**src/rtl/mc_controller.sv**
```systemverilog
// mc_controller: multicycle control FSM for the MIPS-subset datapath.
// One shared memory port, the ALU, the PC and the register file are sequenced
// over 3-5 cycles per instruction. Memory accesses in FETCH, MEMRD and MEMWR
// stall on mem_ready. Retired instructions are counted, and an all-zero or
// illegal instruction parks the FSM in HALT until reset.
//
// Ports:
//   clk            rising-edge clock
//   reset          asynchronous active-high reset (state FETCH, retired 0)
//   ir[31:0]       instruction register, valid from DECODE onward
//   mem_ready      memory completes the current access this cycle
//   pc_write       unconditional PC load
//   pc_write_cond  PC load if ALU zero (beq)
//   i_or_d         memory address select: 0 = PC, 1 = ALUOut
//   mem_read       memory read strobe
//   mem_write      memory write strobe
//   ir_write       load IR from memory data
//   reg_dst        register file destination: 0 = rt, 1 = rd
//   mem_to_reg     writeback source: 0 = ALUOut, 1 = MDR
//   reg_write      register file write enable
//   alu_src_a      0 = PC, 1 = A
//   alu_src_b[1:0] 00 = B, 01 = 4, 10 = sext imm, 11 = sext imm << 2
//   alu_op[1:0]    00 = add, 01 = sub, 10 = use funct
//   pc_source[1:0] 00 = ALU result, 01 = ALUOut, 10 = jump target
//   halted         FSM is in HALT
//   state[3:0]     current state encoding
//   retired[31:0]  count of completed instructions (wraps)
module mc_controller (
  input  logic        clk,
  input  logic        reset,
  input  logic [31:0] ir,
  input  logic        mem_ready,
  output logic        pc_write,
  output logic        pc_write_cond,
  output logic        i_or_d,
  output logic        mem_read,
  output logic        mem_write,
  output logic        ir_write,
  output logic        reg_dst,
  output logic        mem_to_reg,
  output logic        reg_write,
  output logic        alu_src_a,
  output logic [1:0]  alu_src_b,
  output logic [1:0]  alu_op,
  output logic [1:0]  pc_source,
  output logic        halted,
  output logic [3:0]  state,
  output logic [31:0] retired
);

  typedef enum logic [3:0] {
    FETCH   = 4'd0,
    DECODE  = 4'd1,
    MEMADR  = 4'd2,
    MEMRD   = 4'd3,
    MEMWB   = 4'd4,
    MEMWR   = 4'd5,
    RTEXE   = 4'd6,
    RTWB    = 4'd7,
    BRANCH  = 4'd8,
    JUMP    = 4'd9,
    ADDIEXE = 4'd10,
    ADDIWB  = 4'd11,
    HALT    = 4'd12
  } state_t;

  // Registered Moore control word. 'fetch' marks FETCH so the two
  // mem_ready-gated strobes can be formed outside the register.
  typedef struct packed {
    logic       pc_write;
    logic       pc_write_cond;
    logic       i_or_d;
    logic       mem_read;
    logic       mem_write;
    logic       fetch;
    logic       reg_dst;
    logic       mem_to_reg;
    logic       reg_write;
    logic       alu_src_a;
    logic [1:0] alu_src_b;
    logic [1:0] alu_op;
    logic [1:0] pc_source;
    logic       halted;
  } ctrl_t;

  state_t cur;
  state_t nxt;
  ctrl_t  ctl;

  function automatic ctrl_t decode(input state_t s);
    ctrl_t c;
    c = '0;
    case (s)
      FETCH: begin
        c.fetch     = 1'b1;
        c.mem_read  = 1'b1;
        c.alu_src_b = 2'b01;
      end
      DECODE: c.alu_src_b = 2'b11;
      MEMADR: begin
        c.alu_src_a = 1'b1;
        c.alu_src_b = 2'b10;
      end
      MEMRD: begin
        c.mem_read = 1'b1;
        c.i_or_d   = 1'b1;
      end
      MEMWB: begin
        c.reg_write  = 1'b1;
        c.mem_to_reg = 1'b1;
      end
      MEMWR: begin
        c.mem_write = 1'b1;
        c.i_or_d    = 1'b1;
      end
      RTEXE: begin
        c.alu_src_a = 1'b1;
        c.alu_op    = 2'b10;
      end
      RTWB: begin
        c.reg_write = 1'b1;
        c.reg_dst   = 1'b1;
      end
      BRANCH: begin
        c.alu_src_a     = 1'b1;
        c.alu_op        = 2'b01;
        c.pc_write_cond = 1'b1;
        c.pc_source     = 2'b01;
      end
      JUMP: begin
        c.pc_write  = 1'b1;
        c.pc_source = 2'b10;
      end
      ADDIEXE: begin
        c.alu_src_a = 1'b1;
        c.alu_src_b = 2'b10;
      end
      ADDIWB: c.reg_write = 1'b1;
      HALT:   c.halted    = 1'b1;
      default: c = '0;
    endcase
    return c;
  endfunction

  always_comb begin
    nxt = cur;
    case (cur)
      FETCH:  nxt = mem_ready ? DECODE : FETCH;
      DECODE: begin
        if (ir == '0) begin
          nxt = HALT;
        end else begin
          case (ir[31:26])
            6'h00:        nxt = RTEXE;
            6'h23, 6'h2B: nxt = MEMADR;
            6'h04:        nxt = BRANCH;
            6'h02:        nxt = JUMP;
            6'h08:        nxt = ADDIEXE;
            default:      nxt = HALT;
          endcase
        end
      end
      MEMADR:  nxt = (ir[31:26] == 6'h23) ? MEMRD : MEMWR;
      MEMRD:   nxt = mem_ready ? MEMWB : MEMRD;
      MEMWB:   nxt = FETCH;
      MEMWR:   nxt = mem_ready ? FETCH : MEMWR;
      RTEXE:   nxt = RTWB;
      RTWB:    nxt = FETCH;
      BRANCH:  nxt = FETCH;
      JUMP:    nxt = FETCH;
      ADDIEXE: nxt = ADDIWB;
      ADDIWB:  nxt = FETCH;
      HALT:    nxt = HALT;
      default: nxt = HALT;
    endcase
  end

  // Control word is decoded from the next state so it lines up with the
  // state register; async reset loads the FETCH decode immediately.
  always_ff @(posedge clk or posedge reset) begin
    if (reset) begin
      cur     <= FETCH;
      ctl     <= decode(FETCH);
      retired <= '0;
    end else begin
      cur <= nxt;
      ctl <= decode(nxt);
      if (nxt == FETCH && cur != FETCH) begin
        retired <= retired + 32'd1;
      end
    end
  end

  // FETCH strobes follow mem_ready and are held off while reset is asserted.
  assign ir_write      = ctl.fetch & mem_ready & ~reset;
  assign pc_write      = ctl.pc_write | (ctl.fetch & mem_ready & ~reset);
  assign pc_write_cond = ctl.pc_write_cond;
  assign i_or_d        = ctl.i_or_d;
  assign mem_read      = ctl.mem_read;
  assign mem_write     = ctl.mem_write;
  assign reg_dst       = ctl.reg_dst;
  assign mem_to_reg    = ctl.mem_to_reg;
  assign reg_write     = ctl.reg_write;
  assign alu_src_a     = ctl.alu_src_a;
  assign alu_src_b     = ctl.alu_src_b;
  assign alu_op        = ctl.alu_op;
  assign pc_source     = ctl.pc_source;
  assign halted        = ctl.halted;
  assign state         = cur;

endmodule
```
**config.mk**
```make
export PLATFORM = sky130hd
export DESIGN_NAME = mc_controller
export DESIGN_NICKNAME = d
export VERILOG_FILES = /design/src/rtl/mc_controller.sv
export SDC_FILE = /design/constraint.sdc
export NUM_CORES = 1
export LEC_CHECK = 0
export ABC_AREA = 1
export BUFFER_PORTS_ARGS = -buffer_cell sky130_fd_sc_hd__buf_2
export CORE_MARGIN = 2
export CORE_UTILIZATION = 39
export CTS_CLUSTER_DIAMETER = 150
export DETAILED_ROUTE_END_ITERATION = 10
export GPL_TIMING_DRIVEN = 0
export SYNTH_ARGS = -nofsm -noshare
export SYNTH_HDL_FRONTEND = slang
export SYNTH_SLANG_ARGS = --single-unit
```
**constraint.sdc**
```tcl
create_clock -name clk -period 2.22 [get_ports clk]
set_clock_uncertainty 0.15 [all_clocks]
set_input_delay 0.333 -clock clk [delete_from_list [all_inputs] [get_ports clk]]
set_output_delay 0.333 -clock clk [all_outputs]
set_load 0.02 [all_outputs]
```
==> flow_summary.toml, run 1 <==
[status]
outcome = "finished clean"

[critical_path]
crit_required_ns = 2.31
cp-start-kind = "flip-flop"
worstSetupPathType = "reg2reg"
crit_fanout = 8
arrival_ns = 2.22
cp-end-kind = "flip-flop"
critPathLaunch = "state[1]"
r2r_start = "state[1]"

[power_and_ir_drop]
p_sw_mw = 1.77
powerDensity_nw_per_um2 = 1000
internal-power_mw = 2.29
p_clk_frac = 0.158
p_seq_frac = 0.291
power_mw = 4.06
comb_power_share = 0.551
p_leak_nw = 2.32
vdd_drop_max_uv = 439
switching_share = 0.435

[global_route]
use_met3 = 0.0258
grt_pass1_vias = 2684
grt_pass1_wl_mm = 12.7
antenna_found_initial = 0
overflow = 0
grt_max_degree = 44
grt.total_usage = 0.184
met1_usage = 0.269
grt_use_met2 = 0.286
grt-busiest-layer = "met2"

[placement]
gp_congestion = 0.900
hpwlAfterDp_mm = 6.03
placed_cell_area_um2 = 3680
pre_cts_slack_ns = -0.0239
place_inst = 619
io_buffers = 87

[floorplanning]
core-area_um2 = 7730
start_util = 0.401
die_y_um = 93.1
std_cell_rows = 32
io_pins = 88
dieArea_um2 = 8670
die_width_um = 93.1

[synthesis]
syn_area_per_cell_um2 = 7.22
yosysWarnings = 0
synth_top_area_cell = "dfrtp_1"
syn_area_um2 = 3100
synthCells = 429
ys.flop_type = "dfrtp_1"
ys_ff_latch = 50
seq_area_frac_synth = 0.405
yosysMostFrequentCell = "nand2_1"
synth_nets = 465
synth.area.top_cells = "dfrtp_1, nand2_1, nand3_1"
synthTopCellsByCount = "nand2_1, nor2_1, nand3_1"
netlist.area_leader.share = 0.380
synth_edf_count = 0
yosys.cell_types.count = 31
async_reset_ff_frac = 1.00

[drt]
wire_per_inst_um = 12.8
drt_wl_total_mm = 8.19
drc = 0
via_count = 3065
first_iter_violations = 158
drtPass1Iterations = 4
drtAntennaViolNets = 0
vias_per_cell = 4.79

[timing]
worstMarginPinSlew_ns = 0.425
hold_viol_final = 0
fin_crit_ns = 2.13
rsz0062_at_grt = "yes"
tns_ns = 0
setup-violations-final = 0
worst_slew_margin_rel = 0.717
clock.fmax_mhz = 469
report.final.slew_viol_count = 0
setup_ws_ns = 0.0901
post-route-period-util = 0.959

[final_layout]
regMostFlops = "retired"
syn_to_final_growth_pct = 31.0
drive_gt1_frac = 0.312
final_area_um2 = 4060
antenna_cells = 0
largest_reg_flops = 32
fin_nets = 573
final_cell_count_no_fill = 640

[clocking]
insertion_delay_ns = 0.31
cts_root_buffer = "clkbuf_8"
cts_buffers = 5
cts_tree = "done"
htreeDepth = 2
cts.clk_slew.worst_paths_ns = 0.09
clock_path_buffers = 2
clock-sinks = 50

[min_path]
hold_class = "in2reg"
min-delay-start = "mem_ready"

[job]
cap_violations = 0
## area by class of cell
type	instances	area, µm²
fillers	805	3670
multi-input cells	322	1690
flip-flops and latches	50	1260
repair buffers	101	584
inverters	42	160
plain buffers	15	128
well taps	102	128
clock buffers	7	76.3
clock inverters	1	30.0
## layout by cell type (no fill, tap or decap), drive strengths merged
cell and n:
a21oi 4, buf 114, bufinv 1, clkbuf 8, dfrtp 47, dfstp 3, dlygate4sd3 1, ha 1
inv 42, nand2 138, nand3 52, nand3b 1, nand4 9, nor2 72, nor3 7, nor4 2
o21ai 3, o22ai 2, or2 1, xnor2 14, xor2 16
## logic make-up (layout without fill, tap and decap cells)
| logic type | Yosys count | in the layout | synth area share |
|---|---|---|---|
| AO/OA/AOI/OAI | 9 | 9 | 0.0178 |
| XOR/XNOR | 30 | 30 | 0.0848 |
| adder cells (fa/ha/maj) | 1 | 1 | 0.00404 |
| buffers and inverters | 57 | 166 | 0.0860 |
| flip-flops | 50 | 50 | 0.405 |
| AND/OR/NAND/NOR | 282 | 282 | 0.402 |
## worst paths after layout
kind                            slack (ns)  depth (start not counted)      endpoint
worst min-delay path                  0.17                          3    mem_to_reg
worst max-delay path                  0.09                         14   retired[18]
worst min register to register        0.38                          2   retired[31]
min in group asynchronous             0.35                          3     alu_src_a
worst max register to register        0.09                         14   retired[18]
max in group asynchronous             1.04                          4  alu_src_b[0]
## routing by layer
| metal | up-vias | part of all wire |
|---|---|---|
| met2 | 89 | 0.46 |
| met3 | 8 | 0.047 |
| met1 | 1414 | 0.48 |
| li1 | 1554 | - |
| met4 | 0 | 0.011 |
| met5 | - | 0 |
## repair_timing
action,CTS,global route
hold buffers,1,0
pin swaps,0,25
hold endpoints to repair,6,0
setup endpoints to repair,2,30
cloned,0,3
gates resized for setup,1,40
buffers inserted,0,9
## critical path: stages (launching register included)
cell and delay [ns]:
dfrtp_1 0.44, inv_2 0.11, nor2_2 0.04, nand3_2 0.08
inv_2 0.05, nor2_4 0.11, nand2_2 0.08, nor2_4 0.13
nand2_2 0.09, nor2_4 0.20, inv_4 0.07, nor2_8 0.21
buf_6 0.16, nand3_1 0.07, nand2_1 0.08
## power by group through the flow
stage	clock network (mW)	registers, mW	logic, mW
6_report	0.642	1.18	2.24
5_1_grt	0.694	1.20	2.41
4_1_cts	0.659	1.18	1.73
3_5_place_dp	0	1.19	1.72
3_3_place_gp	0	1.19	1.71
2_1_floorplan	0	1.29	1.12
## per-stage QoR
stage / util / hold slack (ns)
6_report: 0.525 / 0.173
5_1_grt: 0.525 / 0.170
4_1_cts: 0.492 / 0.229
3_5_place_dp: 0.476 / 0.113
3_3_place_gp: 0.474 / 0.351
2_1_floorplan: - / 0.357
No activity file was read; power rests on OpenSTA's default activity.
==> run 2, diff against run 1 <==
--- a/config.mk
+++ b/config.mk
@@ -9,9 +9,10 @@
 export BUFFER_PORTS_ARGS = -buffer_cell sky130_fd_sc_hd__buf_2
 export CORE_MARGIN = 2
 export CORE_UTILIZATION = 39
-export CTS_CLUSTER_DIAMETER = 150
+export CTS_CLUSTER_DIAMETER = 80
 export DETAILED_ROUTE_END_ITERATION = 10
 export GPL_TIMING_DRIVEN = 0
+export SETUP_SLACK_MARGIN = 0.15
 export SYNTH_ARGS = -nofsm -noshare
 export SYNTH_HDL_FRONTEND = slang
 export SYNTH_SLANG_ARGS = --single-unit
==> run 2 against run 1 <==
  * Sequential power barely moved
  * Critical path depth fell by 3
  * Sequential cell count did not move
  * Sequential share of layout area fell by 0.81 points
  * Clock power barely moved
  * Non-clock buffer count rose by 9
  * Critical path type unchanged
  * Highest routed layer unchanged
==> flow_summary.toml, run 2 (synthesized netlist as in run 1, its figures left out) <==
[clocking]
insertion_delay_ns = 0.31
cts_root_buffer = "clkbuf_8"
clock-sinks = 50
clock_path_buffers = 2
cts_tree = "done"
htreeDepth = 2
cts.clk_slew.worst_paths_ns = 0.09
cts_buffers = 5

[floorplanning]
io_pins = 88
core-area_um2 = 7730
die_width_um = 93.1
dieArea_um2 = 8670
die_y_um = 93.1
start_util = 0.401
std_cell_rows = 32

[critical_path]
reg2reg_depth = 11
critical_path.cell_chain = "inv_2, nand2_2, nor2_2, a21oi_2, nand3b_1, nor2_4, nand3_4, nor2_8, buf_6, nand3_2, nand2_1"
cp_num_buf_inv = 2
worst-path-stages = 11
cp-end-kind = "flip-flop"
crit_fanout = 5
arrival_ns = 2.16
r2r-end = "retired[19]"
cp-start-kind = "flip-flop"
crit_end = "retired[19]"
crit_required_ns = 2.32
critPathLaunch = "state[0]"
cpMaxStageDelayCell = "dfrtp_2"
cp_top_family = "simple AND/OR/NAND/NOR gates"
max_stage_delay_ns = 0.45
regToRegSetupSlack_ns = 0.16
r2r_start = "state[0]"
worstSetupPathType = "reg2reg"

[drt]
first_iter_violations = 157
vias_per_cell = 4.82
wire_per_inst_um = 13.0
wl_met2_mm = 4.02
wl_met3_um = 439
drtAntennaViolNets = 0
drt_wl_total_mm = 8.45
drc = 0
m1WireLength_mm = 3.90
top_layer = "met4"
drtPass1Iterations = 4
via_count = 3130

[placement]
placed_cell_area_um2 = 3680
hpwlAfterDp_mm = 6.03
gp_congestion = 0.900
io_buffers = 87

[global_route]
grt_max_degree = 44
grt_pass1_vias = 2822
overflow = 0
antenna_found_initial = 0
grt.total_usage = 0.194
grt_pass1_wl_mm = 13.3

[timing]
report.final.slew_viol_count = 0
worst_slew_margin_rel = 0.721
post-route-period-util = 0.930
fin_crit_ns = 2.06
clock.fmax_mhz = 485
setup-violations-final = 0
hold_viol_final = 0
rsz0062_at_grt = "yes"
worstMarginPinSlew_ns = 0.418
holdWs_ns = 0.175

[final_layout]
final_cell_mix = "nand2_1, buf_2, nor2_1"
regMostFlops = "retired"
antenna_cells = 0
final_common_cell = "nand2_1"
fin_nets = 583
fillers = 785
largest_reg_flops = 32
seq_area_um2 = 1260
multiInputGateArea_um2 = 1740
drive_gt1_frac = 0.336
final_area_um2 = 4170
syn_to_final_growth_pct = 34.6

[job]
cap_violations = 0

[min_path]
hold_class = "in2reg"

[power_and_ir_drop]
powerDensity_nw_per_um2 = 1020
vdd_drop_max_uv = 452
p_leak_nw = 2.38

[status]
outcome = "finished clean"
==> run 2: changes by cell type in the layout (fill, tap and decap cells not counted), moves of 2 or more <==
cell     change
buf_4        +7
buf_6        +4
nand2_1      -4
nand3_2      -3
nand2_2      +2
nand2_4      +2
nand3_4      +2
nor2_1       -2
nor2_4       +2
==> run 2: worst min-delay path by stage <==
| stage | start | end | slack, ns | cells past startpoint |
|---|---|---|---|---|
| floorplan | mem_ready | mem_to_reg | 0.36 | 2 |
| detailed placement | reset | mem_to_reg | 0.11 | 2 |
| CTS | mem_ready | mem_to_reg | 0.23 | 3 |
| finish | mem_ready | mem_to_reg | 0.17 | 3 |
| global route | mem_ready | mem_to_reg | 0.17 | 3 |
| global placement | retired[31] | retired[31] | 0.35 | 2 |
==> run 2: power by group <==
group,total (mW),internal [mW],switching [mW]
Clock,0.642,0.338,0.304
Combinational,2.43,0.988,1.44
Sequential,1.18,1.06,0.117
Total,4.25,2.39,1.86
==> run 2: layout make-up <==
cell class	count	share of cell area
multi-input combinational	323	0.418
sequential	50	0.302
timing repair buffer	110	0.154
inverter	42	0.0390
buffer	15	0.0306
tap	102	0.0306
clock buffer	7	0.0183
clock inverter	1	0.00720
==> run 2: worst min-delay path, stage by stage <==
cell	delay, ns
buf_2	0.12
nand3_2	0.09
inv_1	0.05
==> run 2: routing by layer <==
metal	vias up	track usage
li1	1575	-
met1	1462	0.276
met2	86	0.306
met3	7	0.0274
met4	0	0.0564
met5	-	0
==> run 2: repair_timing <==
action                     in CTS  in global routing
resized for setup              22                 33
cloned                          4                  1
pin swaps                       4                 22
hold endpoints to repair        6                  0
setup endpoints to repair      30                 33
buffers inserted                5                 12
hold buffers                    1                  0
==> run 2: per-stage QoR <==
step	utilization	setup slack, ns	cells	total power, mW	TNS [ns]
detailed placement	0.476	-0.0239	619	2.91	-0.0464
finish	0.540	0.156	650	4.25	0
global placement	0.474	-0.119	618	2.90	-5.41
CTS	0.511	0.151	637	3.91	0
floorplan	-	0.182	429	2.41	0
global route	0.540	0.0460	650	4.49	0
==> run 3, diff against run 2 <==
--- a/config.mk
+++ b/config.mk
@@ -9,6 +9,7 @@
 export BUFFER_PORTS_ARGS = -buffer_cell sky130_fd_sc_hd__buf_2
 export CORE_MARGIN = 2
 export CORE_UTILIZATION = 39
+export CTS_BUF_LIST = sky130_fd_sc_hd__clkbuf_8
 export CTS_CLUSTER_DIAMETER = 80
 export DETAILED_ROUTE_END_ITERATION = 10
 export GPL_TIMING_DRIVEN = 0
==> run 3 against run 2 <==
  * Global-route usage unchanged
  * Routed wire length up 0.30%
  * Clock power down 1%
  * Critical path type unchanged
  * Largest power group unchanged
==> flow_summary.toml, run 3 (synthesized netlist as in run 1, its figures left out) <==
[global_route]
grt.total_usage = 0.194
grt_pass1_vias = 2822
grt_max_degree = 44
overflow = 0
grt_pass1_wl_mm = 13.3
antenna_found_initial = 0

[power_and_ir_drop]
vdd_drop_max_uv = 452
power_mw = 4.24
powerDensity_nw_per_um2 = 1020
comb_power_share = 0.572
switching_share = 0.439
internal-power_mw = 2.38
p_sw_mw = 1.86
p_seq_frac = 0.279
p_leak_nw = 2.39
p_clk_frac = 0.149

[job]
cap_violations = 0

[placement]
io_buffers = 87
gp_congestion = 0.900
pre_cts_slack_ns = -0.0239
hpwlAfterDp_mm = 6.03
placed_cell_area_um2 = 3680

[drt]
first_iter_violations = 169
vias_per_cell = 4.81
drtPass1Iterations = 4
via_count = 3129
drt_wl_total_mm = 8.47
drtAntennaViolNets = 0
drc = 0
wire_per_inst_um = 13.0

[clocking]
cts.clk_slew.worst_paths_ns = 0.09
insertion_delay_ns = 0.31
clock_path_buffers = 2
cts_root_buffer = "clkbuf_8"
cts_buffers = 5
htreeDepth = 2
clock-sinks = 50
cts_tree = "done"

[critical_path]
cp-start-kind = "flip-flop"
crit_required_ns = 2.32
worstSetupPathType = "reg2reg"
arrival_ns = 2.16
cp-end-kind = "flip-flop"
crit_fanout = 5

[final_layout]
regMostFlops = "retired"
final_cell_mix = "nand2_1, buf_2, nor2_1"
seq_area_um2 = 1260
antenna_cells = 0
multiInputGateArea_um2 = 1740
final_common_cell = "nand2_1"
fin_nets = 583
drive_gt1_frac = 0.336
fillers = 785
post-route-util = 0.540
syn_to_final_growth_pct = 34.6
largest_reg_flops = 32
final_area_um2 = 4170

[floorplanning]
io_pins = 88
std_cell_rows = 32
start_util = 0.401
die_width_um = 93.1
die_y_um = 93.1
dieArea_um2 = 8670
core-area_um2 = 7730

[timing]
worstMarginPinSlew_ns = 0.424
fin_crit_ns = 2.06
clock.fmax_mhz = 485
hold_viol_final = 0
holdWs_ns = 0.176
report.final.slew_viol_count = 0
setup-violations-final = 0
post-route-period-util = 0.929
rsz0062_at_grt = "yes"
setup_ws_ns = 0.157
worst_slew_margin_rel = 0.717

[status]
outcome = "finished clean"

[min_path]
hold_class = "in2reg"
-- run 3: worst paths after layout --
path,from,end,slack (ns),cells after the start
max in group asynchronous,reset,alu_src_b[0],1.02,4
hold reg to reg,retired[31],retired[31],0.38,2
setup / recovery,state[0],retired[19],0.16,11
hold / removal,mem_ready,mem_to_reg,0.18,3
setup reg to reg,state[0],retired[19],0.16,11
min in group asynchronous,reset,alu_src_a,0.35,3
-- run 3: critical path, cell delays in order (launching register included) --
cell      delay (ns)
dfrtp_2         0.45
inv_2           0.08
nand2_2         0.10
nor2_2          0.08
a21oi_2         0.14
nand3b_1        0.14
nor2_4          0.22
nand3_4         0.15
nor2_8          0.19
buf_6           0.17
nand3_2         0.06
nand2_1         0.07
-- run 3: per-stage QoR --
step           TNS (ns)  cells
6_report              0    650
5_1_grt               0    650
4_1_cts               0    637
3_5_place_dp    -0.0464    619
3_3_place_gp      -5.41    618
2_1_floorplan         0    429
-- run 3: layout make-up --
cell class | instances | area share
multi-input combinational | 323 | 0.418
sequential | 50 | 0.302
timing repair buffer | 110 | 0.154
inverter | 42 | 0.0390
buffer | 15 | 0.0306
tap | 102 | 0.0306
clock buffer | 5 | 0.0165
clock inverter | 3 | 0.00900
-- run 3: per-layer routing --
metal  routed length (µm)  up-vias  global-route usage
li1                     -     1578                   -
met1                 4000     1470               0.276
met2                 4000       74               0.306
met3                  379        7              0.0274
met4                   85        0              0.0564
met5                    0        -                   0
-- run 3: power groups by stage --
stage          clock network (mW)  registers, mW  logic, mW
4_1_cts                     0.651           1.17       2.08
2_1_floorplan                   0           1.29       1.12
3_3_place_gp                    0           1.19       1.71
5_1_grt                     0.685           1.20       2.60
3_5_place_dp                    0           1.19       1.72
6_report                    0.633           1.18       2.43
-- run 3: what timing repair did --
item | CTS | global route
pin swaps | 4 | 22
hold buffers | 1 | 0
endpoints found under the hold margin | 6 | 0
endpoints found under the setup margin | 30 | 33
cloned | 4 | 1
setup buffers | 5 | 12
gates resized for setup | 22 | 33
